==> src/rtl/alu_pkg.sv <==
// rtl/alu_pkg.sv - shared opcode, condition, flag and state definitions for the ALU issue path
package alu_pkg;

    localparam logic [3:0] OP_MOV  = 4'b0000;
    localparam logic [3:0] OP_ADD  = 4'b0001;
    localparam logic [3:0] OP_SUB  = 4'b0010;
    localparam logic [3:0] OP_MUL  = 4'b0011;
    localparam logic [3:0] OP_OR   = 4'b0100;
    localparam logic [3:0] OP_AND  = 4'b0101;
    localparam logic [3:0] OP_XOR  = 4'b0110;
    localparam logic [3:0] OP_MOVI = 4'b0111;
    localparam logic [3:0] OP_LSR  = 4'b1000;
    localparam logic [3:0] OP_LSL  = 4'b1001;
    localparam logic [3:0] OP_ROR  = 4'b1010;
    localparam logic [3:0] OP_CMP  = 4'b1011;

    localparam logic [3:0] COND_EQ = 4'h0;
    localparam logic [3:0] COND_NE = 4'h1;
    localparam logic [3:0] COND_CS = 4'h2;
    localparam logic [3:0] COND_CC = 4'h3;
    localparam logic [3:0] COND_MI = 4'h4;
    localparam logic [3:0] COND_PL = 4'h5;
    localparam logic [3:0] COND_VS = 4'h6;
    localparam logic [3:0] COND_VC = 4'h7;
    localparam logic [3:0] COND_HI = 4'h8;
    localparam logic [3:0] COND_LS = 4'h9;
    localparam logic [3:0] COND_GE = 4'hA;
    localparam logic [3:0] COND_LT = 4'hB;
    localparam logic [3:0] COND_GT = 4'hC;
    localparam logic [3:0] COND_LE = 4'hD;
    localparam logic [3:0] COND_AL = 4'hE;
    localparam logic [3:0] COND_NV = 4'hF;

    localparam int FLG_N = 3;
    localparam int FLG_Z = 2;
    localparam int FLG_C = 1;
    localparam int FLG_V = 0;

    typedef enum logic [1:0] {
        ST_IDLE = 2'd0,
        ST_EXEC = 2'd1,
        ST_DONE = 2'd2
    } state_e;

    // Opcodes 1100-1111 are reserved.
    function automatic logic is_illegal(input logic [3:0] op);
        return op[3:2] == 2'b11;
    endfunction

endpackage

==> src/rtl/alu_cond_eval.sv <==
// rtl/alu_cond_eval.sv - ARM-style condition code evaluation against NZCV flags
module alu_cond_eval
    import alu_pkg::*;
(
    input  logic [3:0] cond_i,
    input  logic [3:0] flags_i,
    output logic       pass_o
);

    logic n, z, c, v;

    assign n = flags_i[FLG_N];
    assign z = flags_i[FLG_Z];
    assign c = flags_i[FLG_C];
    assign v = flags_i[FLG_V];

    always_comb begin
        pass_o = 1'b0;
        case (cond_i)
            COND_EQ: pass_o = z;
            COND_NE: pass_o = !z;
            COND_CS: pass_o = c;
            COND_CC: pass_o = !c;
            COND_MI: pass_o = n;
            COND_PL: pass_o = !n;
            COND_VS: pass_o = v;
            COND_VC: pass_o = !v;
            COND_HI: pass_o = c && !z;
            COND_LS: pass_o = !c || z;
            COND_GE: pass_o = (n == v);
            COND_LT: pass_o = (n != v);
            COND_GT: pass_o = !z && (n == v);
            COND_LE: pass_o = z || (n != v);
            COND_AL: pass_o = 1'b1;
            default: pass_o = 1'b0;
        endcase
    end

endmodule

==> src/rtl/alu_issue_ctrl.sv <==
// rtl/alu_issue_ctrl.sv - one-at-a-time issue controller for the combinational ALU
module alu_issue_ctrl
    import alu_pkg::*;
#(
    parameter int MUL_LAT = 4,
    parameter int DW      = 32
) (
    input  logic          clk,
    input  logic          rst,
    input  logic          in_valid,
    output logic          in_ready,
    input  logic [3:0]    in_opcode,
    input  logic [3:0]    in_cond,
    input  logic          in_s,
    input  logic [DW-1:0] in_reg1,
    input  logic [DW-1:0] in_reg2,
    input  logic [15:0]   in_iv,
    output logic [3:0]    alu_opcode,
    output logic [DW-1:0] alu_reg1,
    output logic [DW-1:0] alu_reg2,
    output logic [15:0]   alu_iv,
    output logic          alu_s,
    output logic [3:0]    alu_flag,
    input  logic [DW-1:0] alu_result,
    input  logic [3:0]    alu_new_flag,
    output logic          out_valid,
    input  logic          out_ready,
    output logic [DW-1:0] out_result,
    output logic          out_wr,
    output logic          out_illegal,
    output logic [3:0]    flags
);

    localparam int CW = (MUL_LAT > 1) ? $clog2(MUL_LAT) : 1;

    state_e        state_q;
    logic [CW-1:0] cnt_q;
    logic [3:0]    op_q;
    logic [3:0]    cond_q;
    logic          s_q;
    logic [DW-1:0] reg1_q;
    logic [DW-1:0] reg2_q;
    logic [15:0]   iv_q;
    logic [3:0]    flags_q;
    logic          in_ready_q;
    logic          out_valid_q;
    logic [DW-1:0] out_result_q;
    logic          out_wr_q;
    logic          out_illegal_q;

    logic          cond_pass;
    logic          illegal;
    logic [3:0]    flags_d;
    logic [DW-1:0] out_result_d;
    logic          out_wr_d;

    alu_cond_eval u_cond_eval (
        .cond_i  (cond_q),
        .flags_i (flags_q),
        .pass_o  (cond_pass)
    );

    assign illegal = is_illegal(op_q);

    // Writeback view of the instruction, captured on the last EXEC cycle.
    always_comb begin
        flags_d      = flags_q;
        out_result_d = '0;
        out_wr_d     = 1'b0;
        if (cond_pass && !illegal) begin
            out_result_d = alu_result;
            if (op_q == OP_CMP) begin
                flags_d = alu_new_flag;
            end else begin
                out_wr_d = 1'b1;
                if (s_q) begin
                    flags_d = alu_new_flag;
                end
            end
        end
    end

    always_ff @(posedge clk) begin
        if (rst) begin
            state_q       <= ST_IDLE;
            cnt_q         <= '0;
            op_q          <= '0;
            cond_q        <= '0;
            s_q           <= 1'b0;
            reg1_q        <= '0;
            reg2_q        <= '0;
            iv_q          <= '0;
            flags_q       <= '0;
            in_ready_q    <= 1'b1;
            out_valid_q   <= 1'b0;
            out_result_q  <= '0;
            out_wr_q      <= 1'b0;
            out_illegal_q <= 1'b0;
        end else begin
            case (state_q)
                ST_IDLE: begin
                    if (in_valid) begin
                        op_q       <= in_opcode;
                        cond_q     <= in_cond;
                        s_q        <= in_s;
                        reg1_q     <= in_reg1;
                        reg2_q     <= in_reg2;
                        iv_q       <= in_iv;
                        cnt_q      <= (in_opcode == OP_MUL) ? CW'(MUL_LAT - 1) : '0;
                        in_ready_q <= 1'b0;
                        state_q    <= ST_EXEC;
                    end
                end
                ST_EXEC: begin
                    // Cond-fail and illegal ops still run the full count so latency depends only on opcode.
                    if (cnt_q == '0) begin
                        flags_q       <= flags_d;
                        out_result_q  <= out_result_d;
                        out_wr_q      <= out_wr_d;
                        out_illegal_q <= illegal;
                        out_valid_q   <= 1'b1;
                        state_q       <= ST_DONE;
                    end else begin
                        cnt_q <= cnt_q - 1'b1;
                    end
                end
                ST_DONE: begin
                    if (out_ready) begin
                        out_valid_q <= 1'b0;
                        in_ready_q  <= 1'b1;
                        state_q     <= ST_IDLE;
                    end
                end
                default: begin
                    state_q <= ST_IDLE;
                end
            endcase
        end
    end

    assign in_ready    = in_ready_q;
    assign alu_opcode  = op_q;
    assign alu_reg1    = reg1_q;
    assign alu_reg2    = reg2_q;
    assign alu_iv      = iv_q;
    assign alu_s       = s_q;
    assign alu_flag    = flags_q;
    assign out_valid   = out_valid_q;
    assign out_result  = out_result_q;
    assign out_wr      = out_wr_q;
    assign out_illegal = out_illegal_q;
    assign flags       = flags_q;

endmodule

==> config.mk <==
export PLATFORM = sky130hd
export DESIGN_NAME = alu_issue_ctrl
export DESIGN_NICKNAME = d
export VERILOG_FILES = /design/src/rtl/alu_pkg.sv /design/src/rtl/alu_cond_eval.sv /design/src/rtl/alu_issue_ctrl.sv
export SDC_FILE = /design/constraint.sdc
export NUM_CORES = 1
export LEC_CHECK = 0
export BUFFER_PORTS_ARGS = -buffer_cell sky130_fd_sc_hd__clkbuf_2
export CAP_MARGIN = 20
export CORE_ASPECT_RATIO = 0.75
export CORE_MARGIN = 1
export CORE_UTILIZATION = 41
export CTS_CLUSTER_DIAMETER = 50
export DETAILED_ROUTE_END_ITERATION = 16
export GPL_TIMING_DRIVEN = 0
export PLACE_DENSITY = 0.76
export SYNTH_ARGS = -nofsm -noshare
export SYNTH_HDL_FRONTEND = slang
export SYNTH_HIERARCHICAL = 1
export SYNTH_SLANG_ARGS = --single-unit
==> constraint.sdc <==
create_clock -name clk -period 2 [get_ports clk]
set_input_delay 0.4 -clock clk [delete_from_list [all_inputs] [get_ports clk]]
set_output_delay 0.4 -clock clk [all_outputs]
set_load 0.01 [all_outputs]
# Word-level counts from Yosys, hierarchy flattened
# Cells that the tools add are included.
[totals]
inputBits = 129
register_bits = 133
[op_classes]
n_mux = 20
eq_ne = 25
add_sub_neg = 1
reduce_logical = 24
[op_table]
columns = ["cell", "count"]
rows = [
  ["$eq 4x4->1 const B", 8],
  ["$mux 32", 1],
  ["$eq 4x3->1 const B", 4],
  ["$pmux 1 s15", 1],
  ["$eq 4x2->1 const B", 3],
  ["$mux 2", 6],
  ["$reduce_and 3->1", 4],
  ["$mux 4", 2],
  ["$ne 2x2->1 const B", 4],
  ["$reduce_bool 2->1", 4],
  ["$mux 1", 6],
  ["$pmux 2 s3", 1],
  ["$logic_not 1->1", 5],
  ["$eq 2x2->1 const B", 2],
  ["$eq 4x1->1 const B", 1],
  ["$logic_not 2->1", 2],
  ["$logic_not 4->1", 1],
  ["$pmux 1 s2", 2],
  ["$pmux 2 s2", 1],
  ["$reduce_and 2->1", 2],
  ["$reduce_and 4->1", 1],
  ["$logic_and 1x1->1", 3],
  ["$eq 2x1->1 const B", 1],
  ["$logic_or 1x1->1", 2],
  ["3 further kinds", 3],
]

# Longest topological paths before layout
# Gate-level depths: netlist of the first run.
[depth]
ltp_word = 5
ltp_mapped = 9

# By module
# Netlist of the first run, hierarchy kept.
[by_module_without_submodules]
columns = ["mod", "seq_area_each_um2", "area_each_um2", "cells_each", "instances"]
rows = [
  ["alu_issue_ctrl", 2662.6, 4824.6, 598, 1],
  ["alu_cond_eval", 0.0, 193.9, 28, 1],
]

# Worst setup path before layout of the first run
# OpenSTA, ideal clock, no wires.
[synth_timing]
kind = "register -> register"
from = "register flags_q[3] (netlist: alu_flag[3])"
to = "register out_result_q[12] (netlist: out_result[12])"
path_stages_with_launch = 9
synth_period_minus_slack_ns = 2.028
setup_ns = 0.070
required_ns = 1.930
t_arrival_ns = 1.957
path_buffers = 1
path_slack_ns = -0.028
path_cell_list = "dfxtp_1 -> xnor2_2 -> a221oi_1 -> a211o_1 -> a211o_1 -> a21boi_1 -> clkbuf_1 -> nand3_1 -> a21oi_1"
[synth_between]
elab_chain_len = 5
elab_cells_between_ends = 8
classes_between = "eq/ne (2); mux (2); reduce/logical (4)"
[synth_lines]
columns = ["element", "line", "rtl"]
rows = [
  ["from (decl)", "alu_issue_ctrl.sv:44", "logic [3:0] flags_q;"],
  ["from (signal assigned)", "alu_issue_ctrl.sv:117", "flags_q <= flags_d;"],
  ["$ne 1x1->1 or $eq 1x1->1 (tied branches)", "-", ""],
  ["$logic_or 1x1->1 or $logic_and 1x1->1 (tied branches)", "alu_cond_eval.sv:33, alu_cond_eval.sv:32", ""],
  ["$pmux 1 s15 (*)", "alu_cond_eval.sv:19", "case (cond_i)"],
  ["net cond_pass", "alu_issue_ctrl.sv:51", "logic cond_pass;"],
  ["$logic_and 1x1->1 (*)", "alu_issue_ctrl.sv:70", "if (cond_pass && !illegal) begin"],
  ["$mux 32 (*)", "alu_issue_ctrl.sv:70", ""],
  ["to (signal assigned)", "alu_issue_ctrl.sv:118", "out_result_q <= out_result_d;"],
  ["to (decl)", "alu_issue_ctrl.sv:47", "logic [DW-1:0] out_result_q;"],
]
# Mark *: on every way through the listed nets, which the timed path passes. The rest lies on a longest branch.
# A chain may end at the register's enable or synchronous reset.

# Worst setup path in the final report of the first run
[layout_timing]
from = "register flags_q[3] (netlist: alu_flag[3])"
to = "register out_result_q[30] (netlist: out_result[30])"
# The elaborated chain is that of the path after synthesis.

==> results of run 1 <==
==> registers in the layout, summed over array words and instances (netlist names) <==
register,flops
alu_reg1,32
in_ready,1
alu_flag,4
alu_s,1
alu_reg2,32
out_valid,1
out_illegal,1
cnt_q,2
out_wr,1
cond_q,4
out_result,32
alu_opcode,4
state_q,2
alu_iv,16
==> per-stage QoR <==
stage	setup TNS (ns)	hold WS [ns]	setup WS (ns)	std cells	power (mW)
floorplan	-0.532	0.433	-0.0277	626	3.48
global placement	-14.64	0.438	-0.488	1044	3.89
detailed placement	-15.23	0.443	-0.497	1044	3.90
CTS	0	0.191	0.000540	1078	6.86
global route	-2.49	0.193	-0.110	1082	7.14
finish	-0.0108	0.203	-0.00842	1082	6.81
==> power breakdown <==
part	total, mW	switching (mW)	internal [mW]
Sequential	2.90	0.0942	2.81
Combinational	0.994	0.567	0.427
Clock	2.92	1.15	1.77
==> how the worst min path moves through the flow <==
stage / to / slack (ns) / startpoint / cells past startpoint
2_1_floorplan: cond_q[3] / 0.43 / cond_q[3] / 2
3_3_place_gp: out_result[20] / 0.44 / out_result[20] / 2
3_5_place_dp: out_result[24] / 0.44 / out_result[24] / 2
4_1_cts: alu_reg1[14] / 0.19 / in_reg1[14] / 3
5_1_grt: alu_reg1[15] / 0.19 / in_reg1[15] / 3
6_report: alu_reg2[5] / 0.20 / in_reg2[5] / 3
==> area by class of cell <==
| cell class | count | area share |
|---|---|---|
| Sequential cell | 133 | 0.371 |
| Clock buffer | 20 | 0.0634 |
| Multi-Input combinational cell | 436 | 0.292 |
| Buffer | 52 | 0.0418 |
| Clock inverter | 12 | 0.0144 |
| Tap cell | 162 | 0.0281 |
| Timing Repair Buffer | 263 | 0.186 |
| Inverter | 4 | 0.00208 |
==> worst reg2reg max path: cells and delay by family, from the launching register on <==
kind                   cells  cell delay, ns
flip-flops                 1            0.39
AND/OR/NAND/NOR            1            0.08
buffers and inverters      2            0.31
XOR/XNOR                   1            0.19
AO/OA/AOI/OAI              5            0.91
==> cells by family (layout without fill, tap and decap cells) <==
logic type / Yosys count / in the layout / synth area share
muxes: 5 / 5 / 0.0110
xor gates and xnor gates: 2 / 2 / 0.00499
adders and majority gates: 1 / 1 / 0.00249
buffers and inverters: 57 / 351 / 0.0573
and+or+nand+nor: 281 / 281 / 0.237
DFF: 133 / 133 / 0.531
AOI/OAI and AO/OA: 147 / 147 / 0.157
==> layout by cell type, fill, tap and decap left out, drive strengths merged, types with 2 or more instances in the layout <==
cell type / n
o211ai: 2
nand2b: 14
clkbuf: 297
clkinvlp: 3
nor2: 4
nand3: 33
or3: 2
a221oi: 3
clkinv: 6
nand3b: 2
nor3b: 2
and3b: 2
a21oi: 131
dfxtp: 133
nand2: 214
inv: 6
buf: 38
nor3: 2
a211o: 2
mux2i: 4
==> metal layers <==
metal | track usage | vias to the layer above
li1 | - | 2631
met1 | 0.273 | 2346
met2 | 0.371 | 195
met3 | 0.0893 | 12
met4 | 0.0805 | 0
met5 | 0 | -
==> cells in the mapped netlist, types with 2 or more instances <==
library cell | number | area share
nand3b_1 | 2 | 0.0030
nand3_1 | 33 | 0.033
dfxtp_1 | 133 | 0.53
nor3b_1 | 2 | 0.0030
and3b_1 | 2 | 0.0035
buf_4 | 6 | 0.0090
or3_1 | 2 | 0.0025
o211ai_1 | 2 | 0.0030
a21oi_1 | 131 | 0.13
buf_6 | 3 | 0.0067
nor2_1 | 4 | 0.0030
nand2b_1 | 14 | 0.017
nor3_1 | 2 | 0.0020
inv_1 | 4 | 0.0030
buf_2 | 23 | 0.023
a211o_1 | 2 | 0.0035
mux2i_1 | 4 | 0.0080
nand2_1 | 214 | 0.16
clkbuf_1 | 21 | 0.016
a221oi_1 | 3 | 0.0052
==> repair_timing <==
action / CTS / global route
buffers inserted: 2 / 4
cloned: 1 / 1
endpoints found under the setup margin: 37 / 37
pin swaps: 1 / 1
gates resized for setup: 17 / 7
==> results.json, run 1 <==
{
  "routed.top_layer": "met4",
  "fin_util": 0.614,
  "via_per_inst": 4.79,
  "antenna_found_initial": 0,
  "grt_overflow": 0,
  "clock-skew-final_ns": 0.00854,
  "dieArea_um2": 12700,
  "cts_max_level": 4,
  "status": "finished with violations",
  "cpMostUsedCell": "a211o_1",
  "max_stage_delay_ns": 0.39,
  "clockRootBuffer": "clkbuf_16",
  "setup.worst_path.start": "alu_flag[3]",
  "worstSetupEndpoint": "out_result[30]",
  "wl_met1_um": 6290,
  "grt_pass1_wl_um": 22500,
  "cts_tree": "done",
  "design_area_um2": 7210,
  "rsz0062_at_grt": "yes",
  "hp-class": "primary input to flip-flop",
  "io_buffers": 256,
  "yosysWarnings": 6,
  "synth_edf_count": 0,
  "core.rowCount": 34,
  "synth_cell_types": 39,
  "clockBufferDepth": 2,
  "avgSynthCellArea_um2": 8.02,
  "worstMarginPinSlew_ns": 0.613,
  "antenna_left": 0,
  "register_area_um2": 2680,
  "wl_per_cell_um": 13.3,
  "routed_wl_um": 14400,
  "synth_ff_type": "dfxtp_1",
  "grt_max_degree": 17,
  "worst_path_max_delay_cell": "dfxtp_4",
  "slew_headroom": 0.592,
  "ir_drop_v": 0.000553,
  "critPathMaxFanout": 10,
  "cts_hold_buffers": 0,
  "die_w_um": 130,
  "grt_pass1_vias": 4786,
  "syn-num-nets": 756,
  "n_antenna_cell": 0,
  "fmax_ghz": 0.498,
  "num-fill-cells": 1090,
  "drt_pass1_iterations": 4,
  "slew_viol_final": 0,
  "cp_cell_sequence": "xnor2_4 > o22ai_1 > a211o_1 > a211o_1 > a21boi_4 > buf_12 > clkbuf_8 > nand3_1 > a21oi_1",
  "path_buf_inv": 2,
  "reg2reg_slack_ns": -0.008,
  "place_area_um2": 6500,
  "drive_above_1_share": 0.370,
  "min_period_ns": 2.01,
  "period_share": 1.00,
  "cts_buffers": 17,
  "synth-seq-cells": 133,
  "r2r-end": "out_result[30]",
  "endpoint_kind": "flip-flop",
  "num_io_pins": 258,
  "cts.sinks": 133,
  "ys_seq_area_frac": 0.531,
  "path_delay_family": "compound AO/OA/AOI/OAI gates",
  "violations": "negative setup slack",
  "critPathLaunchType": "flip-flop",
  "finalHoldViolations": 0,
  "power_density_nw_per_um2": 946,
  "finalSetupViolations": 2,
  "clkTransAtPathRegs_ns": 0.06,
  "path_class": "flip-flop to flip-flop",
  "hpwlAfterDp_um": 10700,
  "start_util": 0.427,
  "core_area_um2": 11700,
  "fin_nets": 1037,
  "drc": 0,
  "met2_length_um": 6660,
  "cp.depth": 9,
  "multi_input_area_um2": 2110,
  "synth_area_um2": 5020,
  "reg2regPathDepth": 9,
  "syn_to_final_growth_pct": 43.6,
  "wl_met3_um": 1290,
  "vias": 5184,
  "cap_violations": 0,
  "gp_congestion": 0.811,
  "die_y_um": 97.8,
  "p_leak_nw": 3.31,
  "synthCells": 626,
  "drt_iter0_markers": 259,
  "r2r_start": "alu_flag[3]",
  "worst_slack_ns": -0.00842,
  "grt_use_total": 0.228,
  "insertion_delay_ns": 0.41,
  "worstPathRequired_ns": 2.26,
  "crit_arrival_ns": 2.27,
  "synth_async_sr_flop_share": 0
}
No activity file was read; power rests on OpenSTA's default activity.
==> inputs of run 2 (changes only) <==
- CORE_UTILIZATION: 41 -> 30
- PLACE_DENSITY: 0.76 -> not set
==> results.json, run 2 (same netlist as run 1, synthesis figures left out) <==
{
  "min_period_ns": 1.98,
  "drt_pass1_iterations": 7,
  "die_w_um": 151,
  "p_leak_nw": 3.35,
  "met2_usage": 0.289,
  "io_buffers": 256,
  "critPathMaxFanout": 7,
  "endpoint_kind": "flip-flop",
  "drt_iter0_markers": 205,
  "finalHoldViolations": 0,
  "ir_drop_v": 0.000542,
  "dp_slack_ns": -0.545,
  "cts_hold_buffers": 0,
  "cts_buffers": 17,
  "use_met3": 0.0720,
  "vias": 5202,
  "slew_viol_final": 0,
  "rsz0062_at_grt": "yes",
  "gp_congestion": 0.777,
  "hpwlAfterDp_um": 11500,
  "crit_arrival_ns": 2.28,
  "insertion_delay_ns": 0.42,
  "num_io_pins": 258,
  "die_y_um": 114,
  "grt_max_degree": 17,
  "reg2reg_slack_ns": 0.02,
  "seq_power_share": 0.400,
  "power_frac_comb": 0.140,
  "worst_slack_ns": 0.0152,
  "core_area_um2": 16200,
  "via_per_inst": 4.61,
  "wl_per_cell_um": 14.0,
  "netSwitchingFraction": 0.268,
  "drc": 0,
  "clock-skew-final_ns": 0.00890,
  "period_share": 0.992,
  "grt_pass1_vias": 4866,
  "fin_nets": 1036,
  "n_antenna_cell": 0,
  "critPathLaunchType": "flip-flop",
  "fmax_ghz": 0.504,
  "cts_tree": "done",
  "status": "completed",
  "antenna_left": 0,
  "p_int_mw": 5.32,
  "whs_path_depth": 3,
  "cts.sinks": 133,
  "clockRootBuffer": "clkbuf_16",
  "cts_max_level": 4,
  "mostFrequentLayoutCell": "clkbuf_2",
  "min_from": "in_cond[2]",
  "path_class": "flip-flop to flip-flop",
  "grt_pass1_wl_um": 24500,
  "core.rowCount": 40,
  "routed_wl_um": 15900,
  "dieArea_um2": 17300,
  "cap_violations": 0,
  "worstPathRequired_ns": 2.30,
  "worstMarginPinSlew_ns": 0.728,
  "holdWs_ns": 0.191,
  "gr-usage-met1": 0.234,
  "num-fill-cells": 1686,
  "reg2regPathDepth": 8,
  "finalSetupViolations": 0,
  "drive_above_1_share": 0.387,
  "syn_to_final_growth_pct": 47.6,
  "r2r_start": "alu_flag[2]",
  "clkTransAtPathRegs_ns": 0.06,
  "start_util": 0.310,
  "grt_use_total": 0.185,
  "slew_headroom": 0.515,
  "grt_busiest_layer": "met2",
  "power_density_nw_per_um2": 980,
  "final_cell_mix": "clkbuf_2 (256), nand2_1 (214), a21oi_1 (129), dfxtp_1 (126), nand3_1 (23)",
  "clockBufferDepth": 2,
  "antenna_found_initial": 0,
  "whs_endpoint": "cond_q[2]",
  "grt_overflow": 0,
  "pwr-share-clk": 0.461,
  "r2r-end": "alu_flag[2]",
  "hp-class": "primary input to flip-flop",
  "power.switching_mw": 1.94
}
-- run 2: layer usage --
layer	up-vias	part of all wire
li1	2627	-
met1	2362	0.45
met2	197	0.45
met3	16	0.091
met4	0	0.011
met5	-	0
-- run 2: worst max-delay path by stage --
stage                startpoint             end  depth (start not counted)  slack (ns)
finish              alu_flag[2]     alu_flag[2]                          8        0.02
global route        alu_flag[2]     alu_flag[2]                          8       -0.07
CTS                   cond_q[2]     alu_flag[2]                          7      -0.009
detailed placement    cond_q[2]  out_result[29]                          8       -0.55
global placement    alu_flag[2]  out_result[16]                          8       -0.53
floorplan           alu_flag[3]  out_result[12]                          8       -0.03
-- run 2: area by class of cell --
type	count	area [um2]	share of cell area
well taps	210	263	0.0355
clock inverters	12	164	0.0221
inverters	4	15.0	0.00203
plain buffers	51	293	0.0395
clock buffers	20	467	0.0630
repair buffers	263	1350	0.182
multi-input cells	436	2170	0.293
flip-flops and latches	133	2680	0.362
-- run 2: power groups by stage --
stage / Combinational [mW] / Sequential (mW) / Clock [mW]
floorplan: 0.464 / 3.01 / 0
global placement: 0.965 / 2.95 / 0
detailed placement: 0.964 / 2.96 / 0
CTS: 0.994 / 2.91 / 3.42
global route: 1.14 / 2.92 / 3.54
finish: 1.02 / 2.90 / 3.34
-- run 2: timing repair --
item                                    4_1_cts  5_1_grt
endpoints found under the setup margin       37       36
setup buffers                                 2        5
gates resized for setup                      20       25
pin swaps                                     3       16
cloned                                        1        0
-- run 2: critical path, cell delays in order (launching register included) --
cell and delay [ns]:
dfxtp_4 0.37, and3b_2 0.25, a221oi_2 0.06, a211o_1 0.27, a211o_1 0.31, a21boi_4 0.15, buf_12 0.15, o211a_4 0.17
mux2i_1 0.13
-- run 2: stage by stage --
stage / std cells / power (mW) / instance area [um2] / utilization / TNS (ns)
6_report: 1129 / 7.26 / 7410 / 0.458 / 0
5_1_grt: 1129 / 7.60 / 7410 / 0.458 / -1.72
4_1_cts: 1125 / 7.32 / 7270 / 0.450 / -0.00883
3_5_place_dp: 1092 / 3.92 / 6560 / 0.406 / -16.39
3_3_place_gp: 1092 / 3.92 / 6560 / 0.406 / -16.59
2_1_floorplan: 626 / 3.48 / 5020 / - / -0.532
